[config.mk]
export PLATFORM = sky130hd
export DESIGN_NAME = ofm_requant_pipe_flat
export DESIGN_NICKNAME = d
export VERILOG_FILES = /design/src/rtl/ofm_requant_if.sv /design/src/rtl/ofm_requant_pipe.sv /design/src/flat_wrapper.sv
export SDC_FILE = /design/constraint.sdc
export NUM_CORES = 2
export LEC_CHECK = 0
export CELL_PAD_IN_SITES_DETAIL_PLACEMENT = 0
export CELL_PAD_IN_SITES_GLOBAL_PLACEMENT = 1
export CORE_UTILIZATION = 45
export CTS_BUF_LIST = sky130_fd_sc_hd__clkbuf_2
export DETAILED_ROUTE_END_ITERATION = 10
export PLACE_DENSITY_LB_ADDON = 0.05
export SYNTH_ARGS = -nofsm -noshare
export SYNTH_HDL_FRONTEND = slang
export SYNTH_SLANG_ARGS = --single-unit
[constraint.sdc]
create_clock -name clk -period 15.91 [get_ports clk]
set_input_delay 3.182 -clock clk [delete_from_list [all_inputs] [get_ports clk]]
set_output_delay 3.182 -clock clk [all_outputs]
set_load 0.01 [all_outputs]
[src/rtl/ofm_requant_if.sv]
// Handshake bundle between the PE array, the requant stage and the OFM buffer.
// The slave modport is the requant stage's view; master is the surrounding logic.
interface ofm_requant_if #(
    parameter int ACC_W   = 24,
    parameter int SCALE_W = 16,
    parameter int SHIFT_W = 5
) ();
    logic               psum_valid;
    logic               psum_ready;
    logic [ACC_W-1:0]   psum_data;
    logic               psum_last;
    logic [ACC_W-1:0]   bias;
    logic [SCALE_W-1:0] scale;
    logic [SHIFT_W-1:0] shift;
    logic               relu_en;
    logic               ofm_valid;
    logic               ofm_ready;
    logic [7:0]         ofm_data;

    modport slave (
        input  psum_valid, psum_data, psum_last, bias, scale, shift, relu_en, ofm_ready,
        output psum_ready, ofm_valid, ofm_data
    );

    modport master (
        output psum_valid, psum_data, psum_last, bias, scale, shift, relu_en, ofm_ready,
        input  psum_ready, ofm_valid, ofm_data
    );
endinterface

[src/rtl/ofm_requant_pipe.sv]
// Per-pixel psum accumulation followed by bias, ReLU, fixed-point rescale and int8 saturation.
// Stages: A accumulate -> B bias/ReLU -> C multiply -> output round/clamp; a stalled output freezes everything.
module ofm_requant_pipe #(
    parameter int ACC_W   = 24,
    parameter int SCALE_W = 16,
    parameter int SHIFT_W = 5,
    parameter int CNT_W   = 16
) (
    input  logic             clk,
    input  logic             rst,
    ofm_requant_if.slave     bus,
    input  logic             stat_clr,
    output logic [CNT_W-1:0] pix_cnt,
    output logic             sat_flag
);
    localparam int XW = ACC_W + 1;
    localparam int PW = ACC_W + SCALE_W + 2;
    localparam logic signed [PW:0] SAT_HI = (PW+1)'(127);
    localparam logic signed [PW:0] SAT_LO = (PW+1)'(-128);

    logic [ACC_W-1:0]        acc_q, acc_d;
    logic                    first_q, first_d;
    logic                    b_valid_q, b_valid_d;
    logic signed [XW-1:0]    b_x_q, b_x_d;
    logic [SCALE_W-1:0]      b_scale_q, b_scale_d;
    logic [SHIFT_W-1:0]      b_shift_q, b_shift_d;
    logic                    c_valid_q, c_valid_d;
    logic signed [PW-1:0]    c_p_q, c_p_d;
    logic [SHIFT_W-1:0]      c_shift_q, c_shift_d;
    logic                    ofm_valid_q, ofm_valid_d;
    logic [7:0]              ofm_data_q, ofm_data_d;
    logic [CNT_W-1:0]        pix_cnt_q, pix_cnt_d;
    logic                    sat_q, sat_d;

    logic                    stall;
    logic                    accept;
    logic                    handshake;
    logic signed [ACC_W-1:0] acc_sum;
    logic signed [XW-1:0]    x_val;
    logic signed [PW-1:0]    prod;
    logic [PW:0]             rnd;
    logic signed [PW:0]      sum_r;
    logic signed [PW:0]      r_val;
    logic [7:0]              clamp_val;
    logic                    clamped;

    assign stall     = ofm_valid_q & ~bus.ofm_ready;
    assign accept    = bus.psum_valid & ~stall;
    assign handshake = ofm_valid_q & bus.ofm_ready;

    assign bus.psum_ready = ~stall;
    assign bus.ofm_valid  = ofm_valid_q;
    assign bus.ofm_data   = ofm_data_q;
    assign pix_cnt        = pix_cnt_q;
    assign sat_flag       = sat_q;

    always_comb begin
        acc_sum = (first_q ? '0 : acc_q) + bus.psum_data;
        x_val   = XW'(acc_sum) + XW'($signed(bus.bias));
        if (bus.relu_en && x_val[XW-1]) begin
            x_val = '0;
        end

        prod = PW'(b_x_q) * PW'($signed({1'b0, b_scale_q}));

        // Half-LSB rounding bias; zero when no shift is applied.
        rnd   = ({{PW{1'b0}}, 1'b1} << c_shift_q) >> 1;
        sum_r = (PW+1)'(c_p_q) + rnd;
        r_val = sum_r >>> c_shift_q;

        clamp_val = r_val[7:0];
        clamped   = 1'b0;
        if (r_val > SAT_HI) begin
            clamp_val = 8'h7f;
            clamped   = 1'b1;
        end else if (r_val < SAT_LO) begin
            clamp_val = 8'h80;
            clamped   = 1'b1;
        end

        acc_d       = acc_q;
        first_d     = first_q;
        b_valid_d   = b_valid_q;
        b_x_d       = b_x_q;
        b_scale_d   = b_scale_q;
        b_shift_d   = b_shift_q;
        c_valid_d   = c_valid_q;
        c_p_d       = c_p_q;
        c_shift_d   = c_shift_q;
        ofm_valid_d = ofm_valid_q;
        ofm_data_d  = ofm_data_q;
        pix_cnt_d   = pix_cnt_q;
        sat_d       = sat_q;

        if (!stall) begin
            if (accept) begin
                if (bus.psum_last) begin
                    acc_d     = '0;
                    first_d   = 1'b1;
                    b_x_d     = x_val;
                    b_scale_d = bus.scale;
                    b_shift_d = bus.shift;
                end else begin
                    acc_d     = acc_sum;
                    first_d   = 1'b0;
                end
            end
            b_valid_d = accept & bus.psum_last;

            c_valid_d = b_valid_q;
            if (b_valid_q) begin
                c_p_d     = prod;
                c_shift_d = b_shift_q;
            end

            ofm_valid_d = c_valid_q;
            if (c_valid_q) begin
                ofm_data_d = clamp_val;
                if (clamped) begin
                    sat_d = 1'b1;
                end
            end
        end

        if (handshake) begin
            pix_cnt_d = pix_cnt_q + CNT_W'(1);
        end

        // A clear outranks any same-cycle handshake or saturation event.
        if (stat_clr) begin
            pix_cnt_d = '0;
            sat_d     = 1'b0;
        end
    end

    always_ff @(posedge clk or posedge rst) begin
        if (rst) begin
            acc_q       <= '0;
            first_q     <= 1'b1;
            b_valid_q   <= 1'b0;
            b_x_q       <= '0;
            b_scale_q   <= '0;
            b_shift_q   <= '0;
            c_valid_q   <= 1'b0;
            c_p_q       <= '0;
            c_shift_q   <= '0;
            ofm_valid_q <= 1'b0;
            ofm_data_q  <= '0;
            pix_cnt_q   <= '0;
            sat_q       <= 1'b0;
        end else begin
            acc_q       <= acc_d;
            first_q     <= first_d;
            b_valid_q   <= b_valid_d;
            b_x_q       <= b_x_d;
            b_scale_q   <= b_scale_d;
            b_shift_q   <= b_shift_d;
            c_valid_q   <= c_valid_d;
            c_p_q       <= c_p_d;
            c_shift_q   <= c_shift_d;
            ofm_valid_q <= ofm_valid_d;
            ofm_data_q  <= ofm_data_d;
            pix_cnt_q   <= pix_cnt_d;
            sat_q       <= sat_d;
        end
    end
endmodule

[src/flat_wrapper.sv]
// flat-port wrapper written by rule: the top's interface ports become plain ports
module ofm_requant_pipe_flat 
#(
    parameter int ACC_W   = 24,
    parameter int SCALE_W = 16,
    parameter int SHIFT_W = 5,
    parameter int CNT_W   = 16
)
  (clk, rst, stat_clr, pix_cnt, sat_flag, bus_psum_valid, bus_psum_data, bus_psum_last, bus_bias, bus_scale, bus_shift, bus_relu_en, bus_ofm_ready, bus_psum_ready, bus_ofm_valid, bus_ofm_data);
  ofm_requant_if #(.ACC_W(ACC_W), .SCALE_W(SCALE_W), .SHIFT_W(SHIFT_W)) bus_i ();
  input  logic clk;
  input  logic rst;
  input  logic stat_clr;
  output logic [CNT_W-1:0] pix_cnt;
  output logic sat_flag;
  input wire logic [$bits(bus_i.psum_valid)-1:0] bus_psum_valid;
  input wire logic [$bits(bus_i.psum_data)-1:0] bus_psum_data;
  input wire logic [$bits(bus_i.psum_last)-1:0] bus_psum_last;
  input wire logic [$bits(bus_i.bias)-1:0] bus_bias;
  input wire logic [$bits(bus_i.scale)-1:0] bus_scale;
  input wire logic [$bits(bus_i.shift)-1:0] bus_shift;
  input wire logic [$bits(bus_i.relu_en)-1:0] bus_relu_en;
  input wire logic [$bits(bus_i.ofm_ready)-1:0] bus_ofm_ready;
  output wire logic [$bits(bus_i.psum_ready)-1:0] bus_psum_ready;
  output wire logic [$bits(bus_i.ofm_valid)-1:0] bus_ofm_valid;
  output wire logic [$bits(bus_i.ofm_data)-1:0] bus_ofm_data;
  assign bus_i.psum_valid = bus_psum_valid;
  assign bus_i.psum_data = bus_psum_data;
  assign bus_i.psum_last = bus_psum_last;
  assign bus_i.bias = bus_bias;
  assign bus_i.scale = bus_scale;
  assign bus_i.shift = bus_shift;
  assign bus_i.relu_en = bus_relu_en;
  assign bus_i.ofm_ready = bus_ofm_ready;
  assign bus_psum_ready = bus_i.psum_ready;
  assign bus_ofm_valid = bus_i.ofm_valid;
  assign bus_ofm_data = bus_i.ofm_data;
  ofm_requant_pipe #(.ACC_W(ACC_W), .SCALE_W(SCALE_W), .SHIFT_W(SHIFT_W), .CNT_W(CNT_W)) u_core (.clk(clk), .rst(rst), .bus(bus_i), .stat_clr(stat_clr), .pix_cnt(pix_cnt), .sat_flag(sat_flag));
endmodule
==> summary.md <==
| Metric | Value |
|---|---|
| Port buffer count | 102 |
| CTS resizes | 0 |
| Setup repair bufs after CTS | 0 |
| Unrepaired setup endpoints after global routing | false |
| Setup violators final | 0 |
| CP bufs+invs | 1 |
| Final Hold Viols | 0 |
| Total number of vias | 23837 |
| Clk buf depth | 2 |
| CTS Hold Bufs | 0 |
| ANT nets after route | 0 |
| Io pins | 103 |
| Yosys warns | 0 |
| Final min period | 8820 ps |
| GRT overflow | 0 |
| Total CTS buffers | 17 |
| # rows | 91 |
| Setup tns final | 0 ps |
| Status | finished, final reports clean |
| Starting Density | 45.74% |
| Largest net degree at the start of global routing | 91 |
| Critical path peak fanout | 24 |
| CP startpoint kind | input port |
| Crit-path cells | clkdlybuf4s50_1, ha_1, fa_1, a21o_1, a21oi_1, o21bai_1, a21oi_1, o21bai_1, a21oi_1, nor2b_1, o21a_1, o41a_1, a41oi_1, a21oi_1, a41o_1, nor2_1, xnor2_1, ha_1, or3_1, o21ai_0, nor3b_1, or4b_2, a21boi_2, o21ai_0 |
| Sequential-to-total area share from yosys stat | 12.88% |
| DRC viols | 0 |
| Initial antenna violation count | 1 |
| Global-route wire length before repair | 141.5 mm |
| H-tree depth | 4 |
| Reg clk slew, reported paths | 290 ps |
| Final Wtd Congestion | 0.9495 |
| Yosys top cell area share | 27.79% |
| GR Util All Layers | 28.56% |
| #FFs+latches synth | 146 |
| Die Area | 0.06408 mm^2 |
| Hold Crit Class | flip-flop to flip-flop |
| Synthesized instance count | 3397 |
| Most common flop cell mapped by yosys | dfrtp_1 |
| Root buf cell | clkbuf_2 |
| Post-synthesis cell area | 0.02838 mm^2 |
| DP HPWL | 70.17 mm |
| Clock sinks | 146 |
| Initial drt markers | 1532 |
| Slew HR | 12.90% |
| Final period utilization | 55.43% |
| Fin nets | 4025 |
| Crit Path Category | input port to flip-flop |
| Via/cell ratio | 5.643 |
| Mapped Avg Cell Area | 8.356 um^2 |
| Area leader, netlist | fa_1 |
| Die width | 253.2 um |
| Routed len/inst | 20.93 um |
| Number of library cell types mapped by synthesis | 95 |
| Worst setup EP type | flip-flop |
| Worst-skew pair later-pin latency | 950 ps |
| Worst Path Required | 16720 ps |
| Layout area overhead | 6.784% |
| CTS tree | done |
| Clock Skew | 87.19 ps |
| Number of enable flip-flop cells after synthesis | 0 |
| WP data arrival | 9630 ps |
| Synth area leaders | fa_1, dfrtp_1, ha_1 |
| First-pass iteration count of the detailed router | 5 |
| Core box area | 0.06205 mm^2 |
| Syn nets | 4049 |
| Max-slew violation count | 0 |
| Delay-heaviest family, CP | compound AO/OA/AOI/OAI gates |
| Cell mode on critical path | a21oi_1 |
| Post-Route WL | 88.39 mm |
| Fmax | 0.1134 GHz |
| Die extent in y | 253.2 um |
| Worst path slowest cell | a21boi_2 |
| Ys async rst share | 100.0% |
| Vias in the first global route | 24832 |
| Share of layout cells above drive strength 1 | 4.814% |
| Largest stage delay on the critical path | 970 ps |
| Max cap viols | 0 |
| Worst-Margin Slew | 1274 ps |
worst min-delay path, cell delays in order, from the launching register on:
cell,delay (ps)
dfrtp_1,410
nand2_1,50
nand2_1,60
registers in the layout (all words and copies together) (netlist names), 5 cells and up:
name and count:
u_core.c_p_q 42, u_core.pix_cnt 16, u_core.b_x_q 25, u_core.b_scale_q 16, u_core.bus.ofm_data 8, u_core.c_shift_q 5, u_core.acc_q 24, u_core.b_shift_q 5
final cells by class:
| cell class | count | area, um^2 |
|---|---|---|
| fill | 6099 | 31740 |
| multi-input combinational | 2597 | 22270 |
| sequential | 146 | 3657 |
| inverter | 477 | 1795 |
| timing repair buffer | 134 | 1261 |
| tap | 837 | 1047 |
| clock inverter | 14 | 185.2 |
| clock buffer | 18 | 90.09 |
| antenna | 1 | 2.502 |
worst paths after layout:
kind | startpoint | to | slack (ps) | cells after the start
setup / recovery | bus_psum_data[0] | u_core.b_x_q[0] | 7090 | 24
hold / removal | u_core.b_shift_q[1] | u_core.b_shift_q[1] | 520 | 2
setup reg to reg | u_core.b_x_q[4] | u_core.c_p_q[41] | 7170 | 23
hold reg to reg | u_core.b_shift_q[1] | u_core.b_shift_q[1] | 520 | 2
max in group asynchronous | rst | u_core.c_p_q[17] | 11810 | 3
min in group asynchronous | rst | u_core.acc_q[6] | 2740 | 2
metrics by stage:
step / hold WS (ps) / setup WS (ps) / cells / area [um^2] / util, %
floorplan: 436.5 / 7506 / 3397 / 28380 / -
global placement: 457.0 / 6195 / 4191 / 30030 / 48.40
detailed placement: 459.7 / 6129 / 4191 / 30030 / 48.40
CTS: 523.2 / 7218 / 4223 / 30310 / 48.84
global route: 541.3 / 6710 / 4224 / 30310 / 48.85
finish: 519.9 / 7090 / 4224 / 30310 / 48.85
cells in the final DEF (no fill, tap or decap), types with 31 or more instances in the layout:
cell type          n
nand2_1          525
inv_1            476
fa_1             394
ha_1             182
nor2_1           177
and2_1           176
dfrtp_1          143
a21oi_1          134
o21ai_0          114
clkdlybuf4s50_1  102
xnor2_1           70
nor3_1            60
nand3_1           58
xor2_1            47
nor2b_1           45
a21o_1            38
mux2i_1           36
o31ai_1           34
nand4_1           33
buf_4             32
a211oi_1          31
synthesized netlist by cell type, drive strengths merged, types with 18 or more instances:
cell type and n:
nand2 527, or3 19, a21oi 136, a211oi 35, a22o 21, fa 394, clkbuf 146, o21ai 127
mux2 30, inv 477, nor3 64, nor2 177, nor2b 45, buf 31, o31ai 35, and2 176
o21a 23, o211ai 27, nand4 34, and3 26, mux2i 36, xnor2 70, nor4 18, ha 182
dfrtp 145, nand3 59, a21o 38, nand2b 24, xor2 48
routing by layer:
metal / GRT usage, % / vias up / share of wire, %
li1: - / 11161 / -
met1: 37.64 / 11947 / 44
met2: 48.69 / 612 / 49
met3: 3.053 / 117 / 3.9
met4: 9.835 / 0 / 3.1
met5: 0 / - / 0
kinds of logic after synthesis:
logic type                 after synthesis  synth area share, %
DFF                                    146                12.88
adders and majority gates              576                35.81
buffers and inverters                  654                8.728
xor gates and xnor gates               118                3.667
AOI/OAI and AO/OA                      609                14.77
and+or+nand+nor                       1211                20.34
muxes                                   83                3.809
Power is not shown: default switching activity piles up to over one toggle a cycle in this logic, so the estimate is an artifact.
